## src/rtl/cpu_pkg.sv

```systemverilog
// ============================================================================
// Module      : cpu_pkg
// Description : Shared encodings for the multicycle MIPS controller.
// Revision    : 1.0 - initial release
// ============================================================================
`default_nettype none

package cpu_pkg;

    typedef logic [3:0] state_t;

    localparam state_t c_st_fetch    = 4'd0;
    localparam state_t c_st_decode   = 4'd1;
    localparam state_t c_st_rtype_ex = 4'd2;
    localparam state_t c_st_rtype_wb = 4'd3;
    localparam state_t c_st_imm_ex   = 4'd4;
    localparam state_t c_st_imm_wb   = 4'd5;
    localparam state_t c_st_mem_addr = 4'd6;
    localparam state_t c_st_mem_rd   = 4'd7;
    localparam state_t c_st_mem_wb   = 4'd8;
    localparam state_t c_st_mem_wr   = 4'd9;
    localparam state_t c_st_branch   = 4'd10;
    localparam state_t c_st_jr       = 4'd11;
    localparam state_t c_st_jump     = 4'd12;
    localparam state_t c_st_jal      = 4'd13;
    localparam state_t c_st_fault    = 4'd14;

    localparam logic [5:0] c_op_rtype = 6'h00;
    localparam logic [5:0] c_op_j     = 6'h02;
    localparam logic [5:0] c_op_jal   = 6'h03;
    localparam logic [5:0] c_op_beq   = 6'h04;
    localparam logic [5:0] c_op_bne   = 6'h05;
    localparam logic [5:0] c_op_addi  = 6'h08;
    localparam logic [5:0] c_op_slti  = 6'h0A;
    localparam logic [5:0] c_op_andi  = 6'h0C;
    localparam logic [5:0] c_op_ori   = 6'h0D;
    localparam logic [5:0] c_op_xori  = 6'h0E;
    localparam logic [5:0] c_op_lw    = 6'h23;
    localparam logic [5:0] c_op_sw    = 6'h2B;

    localparam logic [5:0] c_fn_sll  = 6'h00;
    localparam logic [5:0] c_fn_srl  = 6'h02;
    localparam logic [5:0] c_fn_sra  = 6'h03;
    localparam logic [5:0] c_fn_jr   = 6'h08;
    localparam logic [5:0] c_fn_add  = 6'h20;
    localparam logic [5:0] c_fn_addu = 6'h21;
    localparam logic [5:0] c_fn_sub  = 6'h22;
    localparam logic [5:0] c_fn_subu = 6'h23;
    localparam logic [5:0] c_fn_and  = 6'h24;
    localparam logic [5:0] c_fn_or   = 6'h25;
    localparam logic [5:0] c_fn_xor  = 6'h26;
    localparam logic [5:0] c_fn_nor  = 6'h27;
    localparam logic [5:0] c_fn_slt  = 6'h2A;

    localparam logic [3:0] c_alu_and = 4'd0;
    localparam logic [3:0] c_alu_or  = 4'd1;
    localparam logic [3:0] c_alu_add = 4'd2;
    localparam logic [3:0] c_alu_xor = 4'd3;
    localparam logic [3:0] c_alu_nor = 4'd4;
    localparam logic [3:0] c_alu_sub = 4'd6;
    localparam logic [3:0] c_alu_slt = 4'd7;
    localparam logic [3:0] c_alu_sll = 4'd8;
    localparam logic [3:0] c_alu_srl = 4'd9;
    localparam logic [3:0] c_alu_sra = 4'd10;

    localparam logic [1:0] c_srca_pc     = 2'b00;
    localparam logic [1:0] c_srca_a      = 2'b01;
    localparam logic [1:0] c_srca_shamt  = 2'b10;
    localparam logic [1:0] c_srcb_b      = 2'b00;
    localparam logic [1:0] c_srcb_four   = 2'b01;
    localparam logic [1:0] c_srcb_imm    = 2'b10;
    localparam logic [1:0] c_srcb_bra    = 2'b11;
    localparam logic [1:0] c_m2r_mem     = 2'b01;
    localparam logic [1:0] c_m2r_pc      = 2'b10;
    localparam logic [1:0] c_rdst_rt     = 2'b00;
    localparam logic [1:0] c_rdst_rd     = 2'b01;
    localparam logic [1:0] c_rdst_r31    = 2'b10;
    localparam logic [1:0] c_pcs_aluout  = 2'b01;
    localparam logic [1:0] c_pcs_jump    = 2'b10;
    localparam logic [1:0] c_pcs_a       = 2'b11;

    localparam logic [1:0] c_cause_none    = 2'b00;
    localparam logic [1:0] c_cause_illegal = 2'b01;
    localparam logic [1:0] c_cause_fetch   = 2'b10;
    localparam logic [1:0] c_cause_data    = 2'b11;

    function automatic logic funct_is_alu(input logic [5:0] f);
        case (f)
            c_fn_sll, c_fn_srl, c_fn_sra, c_fn_add, c_fn_addu, c_fn_sub, c_fn_subu,
            c_fn_and, c_fn_or, c_fn_xor, c_fn_nor, c_fn_slt: return 1'b1;
            default: return 1'b0;
        endcase
    endfunction

    function automatic logic [3:0] alu_for_funct(input logic [5:0] f);
        case (f)
            c_fn_sub, c_fn_subu: return c_alu_sub;
            c_fn_and:            return c_alu_and;
            c_fn_or:             return c_alu_or;
            c_fn_xor:            return c_alu_xor;
            c_fn_nor:            return c_alu_nor;
            c_fn_slt:            return c_alu_slt;
            c_fn_sll:            return c_alu_sll;
            c_fn_srl:            return c_alu_srl;
            c_fn_sra:            return c_alu_sra;
            default:             return c_alu_add;
        endcase
    endfunction

    function automatic logic [3:0] alu_for_imm(input logic [5:0] op);
        case (op)
            c_op_slti: return c_alu_slt;
            c_op_andi: return c_alu_and;
            c_op_ori:  return c_alu_or;
            c_op_xori: return c_alu_xor;
            default:   return c_alu_add;
        endcase
    endfunction

endpackage

`default_nettype wire

```

## src/rtl/mc_wait_timer.sv

```systemverilog
// ============================================================================
// Module      : mc_wait_timer
// Description : Saturating memory-wait counter; expired when it hits the limit.
// Revision    : 1.0 - initial release
// ============================================================================
`default_nettype none

module mc_wait_timer #(
    parameter int MEM_TIMEOUT = 16
) (
    input  logic clk,
    input  logic rst,
    input  logic clear,
    input  logic tick,
    output logic expired
);

    generate
        if (MEM_TIMEOUT > 0) begin : g_timer
            localparam int CW = $clog2(MEM_TIMEOUT + 1);
            localparam logic [CW-1:0] c_limit = CW'(MEM_TIMEOUT);

            logic [CW-1:0] r_count_q;
            logic [CW-1:0] w_count_d;

            // Clear wins over tick so a state change always restarts the wait
            always_comb begin
                w_count_d = r_count_q;
                if (clear) begin
                    w_count_d = '0;
                end else if (tick && !expired) begin
                    w_count_d = r_count_q + CW'(1);
                end
            end

            always_ff @(posedge clk or posedge rst) begin
                if (rst) begin
                    r_count_q <= '0;
                end else begin
                    r_count_q <= w_count_d;
                end
            end

            assign expired = (r_count_q == c_limit);
        end else begin : g_tie_off
            logic w_unused;
            assign w_unused = clk ^ rst ^ clear ^ tick;
            assign expired  = 1'b0;
        end
    endgenerate

endmodule

`default_nettype wire

```

## src/rtl/mc_ctrl_hs.sv

```systemverilog
// ============================================================================
// Module      : mc_ctrl_hs
// Description : Multicycle MIPS control FSM with mem_ready handshake and timeout trap.
// Revision    : 1.0 - initial release
// ============================================================================
`default_nettype none

module mc_ctrl_hs
    import cpu_pkg::*;
#(
    parameter int MEM_TIMEOUT  = 16,
    parameter int TRAP_ILLEGAL = 1
) (
    input  logic       clk,
    input  logic       rst,
    input  logic       clk_en,
    input  logic [5:0] opcode,
    input  logic [5:0] funct,
    input  logic       mem_ready,
    output logic       mem_req,
    output logic       IorD,
    output logic       IRWrite,
    output logic       PCWrite,
    output logic       RegWrite,
    output logic       MemWrite,
    output logic       Branch,
    output logic       BranchType,
    output logic       ZeroExt,
    output logic [1:0] ALUSrcA,
    output logic [1:0] ALUSrcB,
    output logic [1:0] PCSrc,
    output logic [1:0] RegDst,
    output logic [1:0] MemtoReg,
    output logic [3:0] ALUControl,
    output logic       fault,
    output logic [1:0] fault_cause
);

    localparam state_t c_illegal_dest = (TRAP_ILLEGAL != 0) ? c_st_fault : c_st_fetch;

    state_t     r_state_q, w_state_d;
    logic [1:0] r_cause_q, w_cause_d;
    logic       w_ready, w_in_wait, w_expired, w_tick, w_clear;

    // A ready seen while clk_en is low is not a completed handshake
    assign w_ready   = mem_ready & clk_en;
    assign w_in_wait = (r_state_q == c_st_fetch) || (r_state_q == c_st_mem_rd) ||
                       (r_state_q == c_st_mem_wr);
    assign w_tick    = clk_en & w_in_wait & ~mem_ready;
    assign w_clear   = clk_en & (w_state_d != r_state_q);

    mc_wait_timer #(.MEM_TIMEOUT(MEM_TIMEOUT)) u_timer (
        .clk     (clk),
        .rst     (rst),
        .clear   (w_clear),
        .tick    (w_tick),
        .expired (w_expired)
    );

    always_comb begin
        w_state_d = r_state_q;
        w_cause_d = r_cause_q;
        if (clk_en) begin
            case (r_state_q)
                c_st_fetch: begin
                    if (mem_ready) begin
                        w_state_d = c_st_decode;
                    end else if (w_expired) begin
                        w_state_d = c_st_fault;
                        w_cause_d = c_cause_fetch;
                    end
                end
                c_st_decode: begin
                    case (opcode)
                        c_op_rtype: begin
                            if (funct == c_fn_jr) begin
                                w_state_d = c_st_jr;
                            end else if (funct_is_alu(funct)) begin
                                w_state_d = c_st_rtype_ex;
                            end else begin
                                w_state_d = c_illegal_dest;
                                if (TRAP_ILLEGAL != 0) w_cause_d = c_cause_illegal;
                            end
                        end
                        c_op_addi, c_op_slti, c_op_andi, c_op_ori, c_op_xori:
                            w_state_d = c_st_imm_ex;
                        c_op_lw, c_op_sw:   w_state_d = c_st_mem_addr;
                        c_op_beq, c_op_bne: w_state_d = c_st_branch;
                        c_op_j:             w_state_d = c_st_jump;
                        c_op_jal:           w_state_d = c_st_jal;
                        default: begin
                            w_state_d = c_illegal_dest;
                            if (TRAP_ILLEGAL != 0) w_cause_d = c_cause_illegal;
                        end
                    endcase
                end
                c_st_rtype_ex: w_state_d = c_st_rtype_wb;
                c_st_imm_ex:   w_state_d = c_st_imm_wb;
                c_st_mem_addr: w_state_d = (opcode == c_op_sw) ? c_st_mem_wr : c_st_mem_rd;
                c_st_mem_rd, c_st_mem_wr: begin
                    if (mem_ready) begin
                        w_state_d = (r_state_q == c_st_mem_rd) ? c_st_mem_wb : c_st_fetch;
                    end else if (w_expired) begin
                        w_state_d = c_st_fault;
                        w_cause_d = c_cause_data;
                    end
                end
                c_st_fault: w_state_d = c_st_fault;
                default:    w_state_d = c_st_fetch;
            endcase
        end
    end

    always_ff @(posedge clk or posedge rst) begin
        if (rst) begin
            r_state_q <= c_st_fetch;
            r_cause_q <= c_cause_none;
        end else begin
            r_state_q <= w_state_d;
            r_cause_q <= w_cause_d;
        end
    end

    assign fault       = (r_state_q == c_st_fault);
    assign fault_cause = r_cause_q;

    always_comb begin
        mem_req    = 1'b0;
        IorD       = 1'b0;
        IRWrite    = 1'b0;
        PCWrite    = 1'b0;
        RegWrite   = 1'b0;
        MemWrite   = 1'b0;
        Branch     = 1'b0;
        BranchType = 1'b0;
        ZeroExt    = 1'b0;
        ALUSrcA    = 2'b00;
        ALUSrcB    = 2'b00;
        PCSrc      = 2'b00;
        RegDst     = 2'b00;
        MemtoReg   = 2'b00;
        ALUControl = c_alu_add;
        case (r_state_q)
            c_st_fetch: begin
                mem_req = 1'b1;
                ALUSrcB = c_srcb_four;
                IRWrite = w_ready;
                PCWrite = w_ready;
            end
            c_st_decode: ALUSrcB = c_srcb_bra;
            c_st_rtype_ex: begin
                ALUSrcA    = ((funct == c_fn_sll) || (funct == c_fn_srl) || (funct == c_fn_sra))
                             ? c_srca_shamt : c_srca_a;
                ALUSrcB    = c_srcb_b;
                ALUControl = alu_for_funct(funct);
            end
            c_st_rtype_wb: begin
                RegDst   = c_rdst_rd;
                RegWrite = 1'b1;
            end
            c_st_imm_ex: begin
                ALUSrcA    = c_srca_a;
                ALUSrcB    = c_srcb_imm;
                ALUControl = alu_for_imm(opcode);
                ZeroExt    = (opcode == c_op_andi) || (opcode == c_op_ori) || (opcode == c_op_xori);
            end
            c_st_imm_wb: begin
                RegDst   = c_rdst_rt;
                RegWrite = 1'b1;
            end
            c_st_mem_addr: begin
                ALUSrcA = c_srca_a;
                ALUSrcB = c_srcb_imm;
            end
            c_st_mem_rd: begin
                IorD    = 1'b1;
                mem_req = 1'b1;
            end
            c_st_mem_wb: begin
                MemtoReg = c_m2r_mem;
                RegWrite = 1'b1;
            end
            c_st_mem_wr: begin
                IorD     = 1'b1;
                mem_req  = 1'b1;
                MemWrite = 1'b1;
            end
            c_st_branch: begin
                ALUSrcA    = c_srca_a;
                ALUSrcB    = c_srcb_b;
                ALUControl = c_alu_sub;
                Branch     = 1'b1;
                PCSrc      = c_pcs_aluout;
                BranchType = (opcode == c_op_beq);
            end
            c_st_jr: begin
                PCSrc   = c_pcs_a;
                PCWrite = 1'b1;
            end
            c_st_jump: begin
                PCSrc   = c_pcs_jump;
                PCWrite = 1'b1;
            end
            c_st_jal: begin
                RegDst   = c_rdst_r31;
                MemtoReg = c_m2r_pc;
                RegWrite = 1'b1;
                PCSrc    = c_pcs_jump;
                PCWrite  = 1'b1;
            end
            default: ;
        endcase
    end

endmodule

`default_nettype wire

```

## config.mk

```make
export PLATFORM = sky130hd
export DESIGN_NAME = mc_ctrl_hs
export DESIGN_NICKNAME = d
export VERILOG_FILES = /design/src/rtl/cpu_pkg.sv /design/src/rtl/mc_wait_timer.sv /design/src/rtl/mc_ctrl_hs.sv
export SDC_FILE = /design/constraint.sdc
export NUM_CORES = 1
export LEC_CHECK = 0
export CAP_MARGIN = 10
export CELL_PAD_IN_SITES_DETAIL_PLACEMENT = 0
export CELL_PAD_IN_SITES_GLOBAL_PLACEMENT = 2
export CORE_UTILIZATION = 29
export DETAILED_ROUTE_END_ITERATION = 16
export PLACE_DENSITY_LB_ADDON = 0.1
export SYNTH_ARGS = -nofsm -noshare
export SYNTH_HDL_FRONTEND = slang
export SYNTH_SLANG_ARGS = --single-unit
```

## constraint.sdc

```tcl
create_clock -name clk -period 4.8 [get_ports clk]
set_clock_uncertainty 0.05 [all_clocks]
set_input_delay 1.2 -clock clk [delete_from_list [all_inputs] [get_ports clk]]
set_output_delay 1.2 -clock clk [all_outputs]
set_load 0.02 [all_outputs]
```

* Yosys cells after proc, flatten, opt, wreduce, memory -nomap -nowiden
Index checks and enable logic that the tools add are counted.
** Operators by class
- $add $sub $neg :: 1
- Eq/ne operators :: 46
- Multiplexer cells :: 43
- Bitwise operators :: 5
- Reduce and logical (&&, ||, !) cells :: 27
** Operator list (count)
- == test 6 bit, second input constant :: 11
- == test 6 x 4 -> 1 bit, second input constant :: 6
- one-hot mux 4 bit (9 select lines) :: 1
- 2-to-1 mux 4 bit :: 8
- == test 4 bit, second input constant :: 7
- one-hot mux 4 bit (7 select lines) :: 1
- == test 6 x 2 -> 1 bit, second input constant :: 4
- one-hot mux 4 bit (6 select lines) :: 1
- one-hot mux 2 bit (3 select lines) :: 3
- == test 4 x 3 -> 1 bit, second input constant :: 4
- one-hot mux 2 bit (2 select lines) :: 4
- 2-to-1 mux 2 bit :: 7
- 2-to-1 mux 1 bit :: 13
- == test 6 x 3 -> 1 bit, second input constant :: 2
- logical NOT 6 bit :: 2
- one-hot mux 3 bit (4 select lines) :: 1
- one-hot mux 4 bit (3 select lines) :: 1
- OR reduction 12 bit :: 1
- OR reduction 2 bit :: 6
- OR reduction 11 bit :: 1
- 2-to-1 mux 5 bit :: 2
- AND reduction 9 bit :: 1
- OR reduction 3 bit :: 3
- == test 4 x 2 -> 1 bit, second input constant :: 2
- 18 further kinds :: 30
** Word-level totals
- Register bits after elaboration :: 11
- Input port bits :: 16
- Output and inout bits :: 26
- Logic and storage cells :: 125

* Longest topological paths before layout
- Word-level depth :: 15
- Gate-level depth with buffers :: 9
- Depth with buffers taken out :: 9

* Modules after synthesis
A second synthesis with hierarchy kept.
** Second synthesis, totals
- Cell total of the unflattened synthesis :: 229
- Area total of the unflattened synthesis :: 1586.5 sq um
** Modules (own cells, without submodules)
- mc_ctrl_hs :: instances 1, cells an instance 201, area each 1302.5 sq um, sequential area each 150.1 sq um
- mc_wait_timer :: instances 1, cells an instance 28, area each 284.0 sq um, sequential area each 125.1 sq um

* Worst setup path before layout
OpenSTA, ideal clock, no wires.
- Path kind :: input to output
- From :: in funct[0]
- To :: out ALUControl[0]
- Arrival :: 2.535 ns
- Slack :: 1.015 ns
- Cell stages on the path :: 7
- Buffers on the path :: 1
- Cell sequence :: buf_2 > nand2b_1 > a21boi_0 > nor2_1 > o22ai_1 > nand2_1 > o21ai_0
** Between the ends
- Word-level cells in the longest chain between the ends :: 4
- Elaborated cells between the ends (all ways) :: 13
- Those cells by class :: eq/ne: 9; mux: 2; reduce/logical: 2
** RTL lines
- from (decl) :: RTL line mc_ctrl_hs.sv:18 : input logic [5:0] funct,
- == test 6 bit :: RTL line cpu_pkg.sv:96 : case (f)
- OR reduction 2 bit :: RTL line cpu_pkg.sv:96
- one-hot mux 4 bit (9 select lines) * :: RTL line cpu_pkg.sv:96
- one-hot mux 4 bit (3 select lines) * :: RTL line mc_ctrl_hs.sv:143 : case (r_state_q)
- to (decl) :: RTL line mc_ctrl_hs.sv:34 : output logic [3:0] ALUControl,
Every way passes the cells marked *; elsewhere a longest branch is shown, timed or not.

* Worst setup path in the final report
- From :: in funct[1]
- To :: out ALUControl[2]
The elaborated chain is that of the path after synthesis.

==> qor.yml <==
via_count: 1724
worstHoldPathCells: 2
dp.final_hpwl_mm: 3.808
hp-class: "flip-flop to flip-flop"
worst_pin_slew_ns: 0.6871
grt_max_degree: 23
r2r_start: "r_state_q[2]$_DFF_PP0_"
setup_tns_ns: 0
post_cts_resize_count: 0
synthSimpleGateAreaFrac: 0.3715
drv_slew: 0
antenna_found_initial: 0
clock-sinks: 11
clk_pin_slew_ns: 0.05
max_freq_ghz: 0.2235
setup_viol: 0
synthXorXnorAreaFrac: 0.03898
p_switching_w: 0.0004690
avgSynthCellArea_um2: 7.117
drcViolationCount: 0
drive_gt1_frac: 0.1236
post_cts_buffers: 0
start_util: 0.3041
final_cell_mix: "41 x clkdlybuf4s50_1, 24 x nor2_1, 19 x nand2_1, 19 x a21oi_1, 12 x o21ai_0"
port_buffers: 41
whs_endpoint: "fault_cause[1]$_DFFE_PP0P_"
p_int_w: 0.0004637
p_per_area_nw_per_um2: 441.9
drt_iter0_markers: 79
wirelength_mm: 4.889
final_util: 0.4081
root_buffer: "clkbuf_8"
h-tree-depth: 1
netlist_top_cells_area: "dfrtp_1 18%, a21oi_1 6.0%, nor2_1 5.7%"
end_kind: "output port"
grt.overflow.total: 0
io_pins: 42
synthFlopType: "dfrtp_1"
required_ns: 3.55
ff2ff_path_depth: 7
cap_violations: 0
ys_types: 66
synth_fp_nets: 239
synth-compound-area-share: 0.2936
rsz0062_at_grt: "false"
antenna_cells: 0
worstHoldStart: "fault_cause[1]$_DFFE_PP0P_"
ys_ff_latch: 11
p_clk_frac: 0.100
die_w_um: 75.65
peakVddDrop_v: 0.0002355
final_common_cell: "clkdlybuf4s50_1"
cts_made_buffers: 3
crit_path_start_kind: "input pin"
via_per_inst: 5.240
max-slew-margin-rel: 0.5419
drtAntennaViolNets: 0
synth_top_family_by_area: "simple AND/OR/NAND/NOR gates"
cts-hold-fix-buffers: 0
synth_edf_count: 0
yosysTopAreaCell: "dfrtp_1"
cts_buffer_depth: 2
worstReg2RegEnd: "u_timer.g_timer.r_count_q[0]$_DFFE_PP0P_"
seqPwrFrac: 0.197
die-area_um2: 5722
synth_fa_ha_area_frac: 0.01591
rrSetupSlack_ns: 2.11
path_max_fanout: 8
ys.warnings.count: 0
grt_pass1_vias: 1605
power_frac_comb: 0.702
p_leak_nw: 0.8207
path_class: "input pin to output port"
syn_area_um2: 1573
routedWlPerCell_um: 14.86
area_delta_synth_final_pct: 34.21
period_share: 0.9320
insertion_delay_ns: 0.24
worstPathArrival_ns: 3.22
synthArstFlopShare: 1.000
track_usage: 0.1767
yosys.area.top_type_share: 0.1750
grt_pass1_wl_mm: 7.762
seq_area_frac_synth: 0.1750
gp_congestion: 0.7519
row_count: 26
swShare: 0.5028
core_um2: 5172
die_h_um: 75.65
cts_tree: "yes"
firstDrtPassIters: 4
netlist_instances: 221
layout_min_cycle_time_ns: 4.474
fin_nets: 278
final-hold-violation-count: 0
status: "finished, final reports clean"
synth_mux_area_frac: 0.02705
Yosys cell counts (2+ instances only):
library cell	n
a31oi_1	4
and4_1	2
o22ai_1	3
o21bai_1	2
buf_4	2
or2_2	2
clkbuf_1	8
mux2_2	2
dfrtp_1	11
nor2_1	24
mux2i_1	2
a21boi_0	2
or2_1	2
nand2_1	19
nor4_1	5
ha_1	2
xor2_1	4
inv_1	9
o21ai_0	12
nand3_1	3
and3_1	2
nor2b_1	4
nand4_1	4
nand2b_1	9
xnor2_1	3
nand3b_1	2
o21a_1	4
a21oi_1	19
nor3_1	10
buf_2	5
o31ai_1	3
buf_1	2
cells by family after synthesis:
logic type	Yosys count
buf+inv	27
fa+ha+maj	2
simple gates	103
mux	4
xor+xnor	7
compound gates	67
flops	11
stage by stage:
step	power (W)	setup WS [ns]	instances	hold WS, ns	cell area (um^2)
after CTS	0.0009391	0.3067	329	0.4677	2111
after detailed placement	0.0008421	0.3260	325	0.4530	2064
after floorplan	0.0006066	1.015	221	0.5043	1573
after global routing	0.001006	0.1463	329	0.4906	2111
after global placement	0.0008476	0.3011	325	0.4400	2064
final	0.0009328	0.3265	329	0.4613	2111
layout make-up:
cell class	count	area, um^2
clock buffer	3	41.29
sequential	11	275.3
tap	70	87.58
timing repair buffer	52	493.0
fill	563	3062
inverter	9	33.78
multi-input combinational	183	1175
clock inverter	1	5.005
registers in the layout (all words and copies together) (netlist names):
signal and count:
r_state_q 4, u_timer.g_timer.r_count_q 5, fault_cause 2
worst max-delay path, stage by stage:
cell and delay [ns]:
clkdlybuf4s50_1 0.60, a21boi_0 0.30, nor2_1 0.08, o22ai_1 0.14, nand2_1 0.09, o21ai_0 0.17, clkdlybuf4s50_1 0.62
power by group through the flow:
stage,combinational [W],sequential [W],clock [W]
after floorplan,0.000455,0.000152,0
final,0.000655,0.000184,0.0000936
after global placement,0.000662,0.000185,0
after global routing,0.000715,0.000192,0.0000992
after CTS,0.000662,0.000182,0.0000952
after detailed placement,0.000659,0.000183,0
routing by layer:
metal | wire length [um] | track usage | share of wire | vias up
li1 | - | - | - | 882
met1 | 2253 | 0.2244 | 0.46 | 803
met2 | 2467 | 0.3244 | 0.50 | 35
met3 | 106 | 0.009259 | 0.022 | 4
met4 | 61 | 0.04733 | 0.012 | 0
met5 | 0 | 0 | 0 | -
worst max-delay path by stage:
stage,startpoint,endpoint,slack (ns),cells past startpoint
global placement,funct[1],ALUControl[0],0.30,7
global route,funct[0],ALUControl[0],0.15,8
finish,funct[1],ALUControl[2],0.33,7
CTS,funct[1],ALUControl[0],0.31,7
floorplan,funct[0],ALUControl[0],1.02,7
detailed placement,funct[1],ALUControl[2],0.33,7
(Power assumes the default switching activity.)
==> patch (same flow settings) <==
`MEM_TIMEOUT` is set to 16 in 2 places; all go to 32.
--- a/src/rtl/mc_wait_timer.sv
+++ b/src/rtl/mc_wait_timer.sv
@@ -7,5 +7,5 @@
 
 module mc_wait_timer #(
-    parameter int MEM_TIMEOUT = 16
+    parameter int MEM_TIMEOUT = 32
 ) (
     input  logic clk,
--- a/src/rtl/mc_ctrl_hs.sv
+++ b/src/rtl/mc_ctrl_hs.sv
@@ -9,5 +9,5 @@
     import cpu_pkg::*;
 #(
-    parameter int MEM_TIMEOUT  = 16,
+    parameter int MEM_TIMEOUT  = 32,
     parameter int TRAP_ILLEGAL = 1
 ) (
Behaviour: no difference found for any inputs over 10 cycles, from zero or initial values and one cycle with rst high; that may be too few to reach the edited logic, so the function may still have changed.
==> patch against the original RTL <==
  * Hold slack improved by 0.028 ns
  * Global-route usage fell by 0.14 points
  * Cell count fell by 6.4%
  * Power fell by 3.7%
  * Area after synthesis fell by 5.6%
  * Routed wire length fell by 4.3%
  * Via count fell by 2.1%
  * Sequential share of layout area rose by 2.1 points
  * Design area fell by 6.0%
  * Worst setup slack got worse by 0.15 ns
  * Utilization rose by 0.39 points
  * Combinational power fell by 11%
  * Sequential cell count rose by 1
  * Largest cell class unchanged
==> patch: results (changes against the original RTL) <==
Clocking
  • Setup bufs post-CTS: 0 (unchanged)
  • Clk slew on worst S/H paths: 0.05 ns (about the same)
  • CTS resizes: 0 (unchanged)
  • Worst-case clock buffer depth: 2 (unchanged)
  • TritonCTS Buffers: 3 (unchanged)
  • Clock root cell: clkbuf_8
  • Worst-Skew Late Latency: 0.24 ns (about the same)

Timing
  • Worst-margin pin slew: 0.698 ns (+0.0108 ns)
  • Tcrit/Tclk final: 96.4% (+3.2 points)

Setup path
  • Worst Setup SP: funct[2]
  • CP max-delay cell: or4_1
  • Reg2reg path depth: 5 (-2)
  • Reg2reg start: r_state_q[3]$_DFF_PP0_
  • Critical Path Fanout Max: 3 (-5)
  • Crit path largest cell delay: 0.55 ns (-0.07 ns)
  • Endpoint arrival time on the critical path: 3.38 ns (+0.16 ns)

GRT
  • First-pass GRT wire length: 7380 um (-5.0%)
  • Met3 Use GR: 1.65% (+0.72 points)
  • Gr usage total: 17.5% (-0.14 points)
  • Antenna violations before repair: 0 (unchanged)
  • Met1 usage: 23.5% (+1.0 points)
  • Vias in the first global route: 1502 (-6.4%)
  • GRT met2 Usage: 30.7% (-1.8 points)

Route
  • DR iter-0 viols: 92 (+16%)
  • DR vias/cell: 5.48 (+4.5%)
  • Post-DR wirelength/cell: 15.2 um (+2.2%)

Logic synthesis
  • Post-synth cell types: 62 (-6.1%)
  • Top post-synthesis cells by area: dfrtp_1 20%, nand2_1 5.3%, nor3_1 4.7%, nor2_1 4.6%, a21oi_1 4.4%
  • Syn. warnings: 0 (unchanged)
  • Sequential fraction of the synthesis area: 20.2% (+2.7 points)
  • Leading post-synthesis cells by instance count: 21 x nand2_1, 18 x nor2_1, 14 x nor3_1
  • Post-synth ARST share: 100% (unchanged)
  • Synthesized Nets: 225 (-5.9%)

Placement
  • HPWL after DPL: 3600 um (-5.6%)
  • DP Area: 1940 um2 (-5.9%)
  • Routability-driven placement congestion ratio: 0.808 (+7.4%)
  • PortBufs: 41 (unchanged)

Cells and area
  • Max reg flops: 6 (+1)
  • Reg with most FFs: u_timer.g_timer.r_count_q
  • Number of antenna diodes: 0 (unchanged)
  • Share of cells above drive strength 1: 7.47% (-4.9 points)
  • Layout fillers: 516 (-8.3%)
  • Fin nets: 261 (-6.1%)

Min path
  • Hold Startpoint: fault_cause[1]$_DFFE_PP0P_
  • Worst min path class: register to register

Power
  • Static leakage: 0.000766 uW (-6.7%)
  • Worst VDD drop: 0.272 mV (+16%)
  • P_int: 440 uW (-5.1%)

Outcome
  • Status: complete, no violations
patch: cell types whose count changed in the layout (fill, tap and decap cells not counted), sizes merged, moves of 4 or more:
cell	delta
a21oi	-6
buf	-7
nand3	+4
nor2	-5
nor3	+6
patch: per-stage QoR:
step                util, %  total power [uW]  worst slack (ns)  instances
global placement       40.3               800             0.201        305
CTS                    41.2               902             0.154        308
detailed placement     40.3               807             0.155        305
finish                 41.2               898             0.172        308
floorplan                 -               587             0.961        207
global route           41.2               961             0.100        308
patch: tightest hold or removal path, delay by kind of cell, from the launching register on:
kind,cells,cell delay [ns]
DFF,1,0.35
AOI/OAI and AO/OA,2,0.15
patch: power groups by stage:
stage / sequential [uW] / clock [uW] / combinational (uW)
finish: 223 / 89.3 / 586
global route: 230 / 97.2 / 634
detailed placement: 222 / 0 / 584
global placement: 220 / 0 / 580
CTS: 221 / 91.8 / 590
floorplan: 157 / 0 / 430
patch: final timing paths:
| kind | slack [ns] | endpoint |
|---|---|---|
| min reg2reg | 0.49 | fault_cause[1]$_DFFE_PP0P_ |
| max reg2reg | 2.45 | u_timer.g_timer.r_count_q[2]$_DFFE_PP0P_ |
| min | 0.49 | fault_cause[1]$_DFFE_PP0P_ |
| max | 0.17 | ALUSrcA[0] |
| min in group asynchronous | 1.23 | u_timer.g_timer.r_count_q[5]$_DFFE_PP0P_ |
| max in group asynchronous | 3.13 | u_timer.g_timer.r_count_q[3]$_DFFE_PP0P_ |
patch: cell type report:
cell class | instances | share of cell area, %
multi-input cells | 171 | 54.5
repair buffers | 45 | 22.2
flip-flops and latches | 12 | 15.1
well taps | 67 | 4.22
clock buffers | 3 | 2.08
inverters | 10 | 1.89
patch: cell families (layout without fill, tap and decap cells):
family	after synthesis	after routing	share of synthesized area, %
buf+inv	24	58	6.91
fa+ha+maj	3	3	2.36
xor+xnor	5	5	2.95
simple gates	108	108	41.2
flops	12	12	20.2
compound gates	52	52	24.3
mux	3	3	2.02
patch: per-layer routing:
metal  wire [um]  share of wire, %  vias up
met3         200               4.3        4
li1            -                 -      826
met4          21              0.45        0
met2        2240                48       50
met1        2210                47      807
met5           0                 0        -
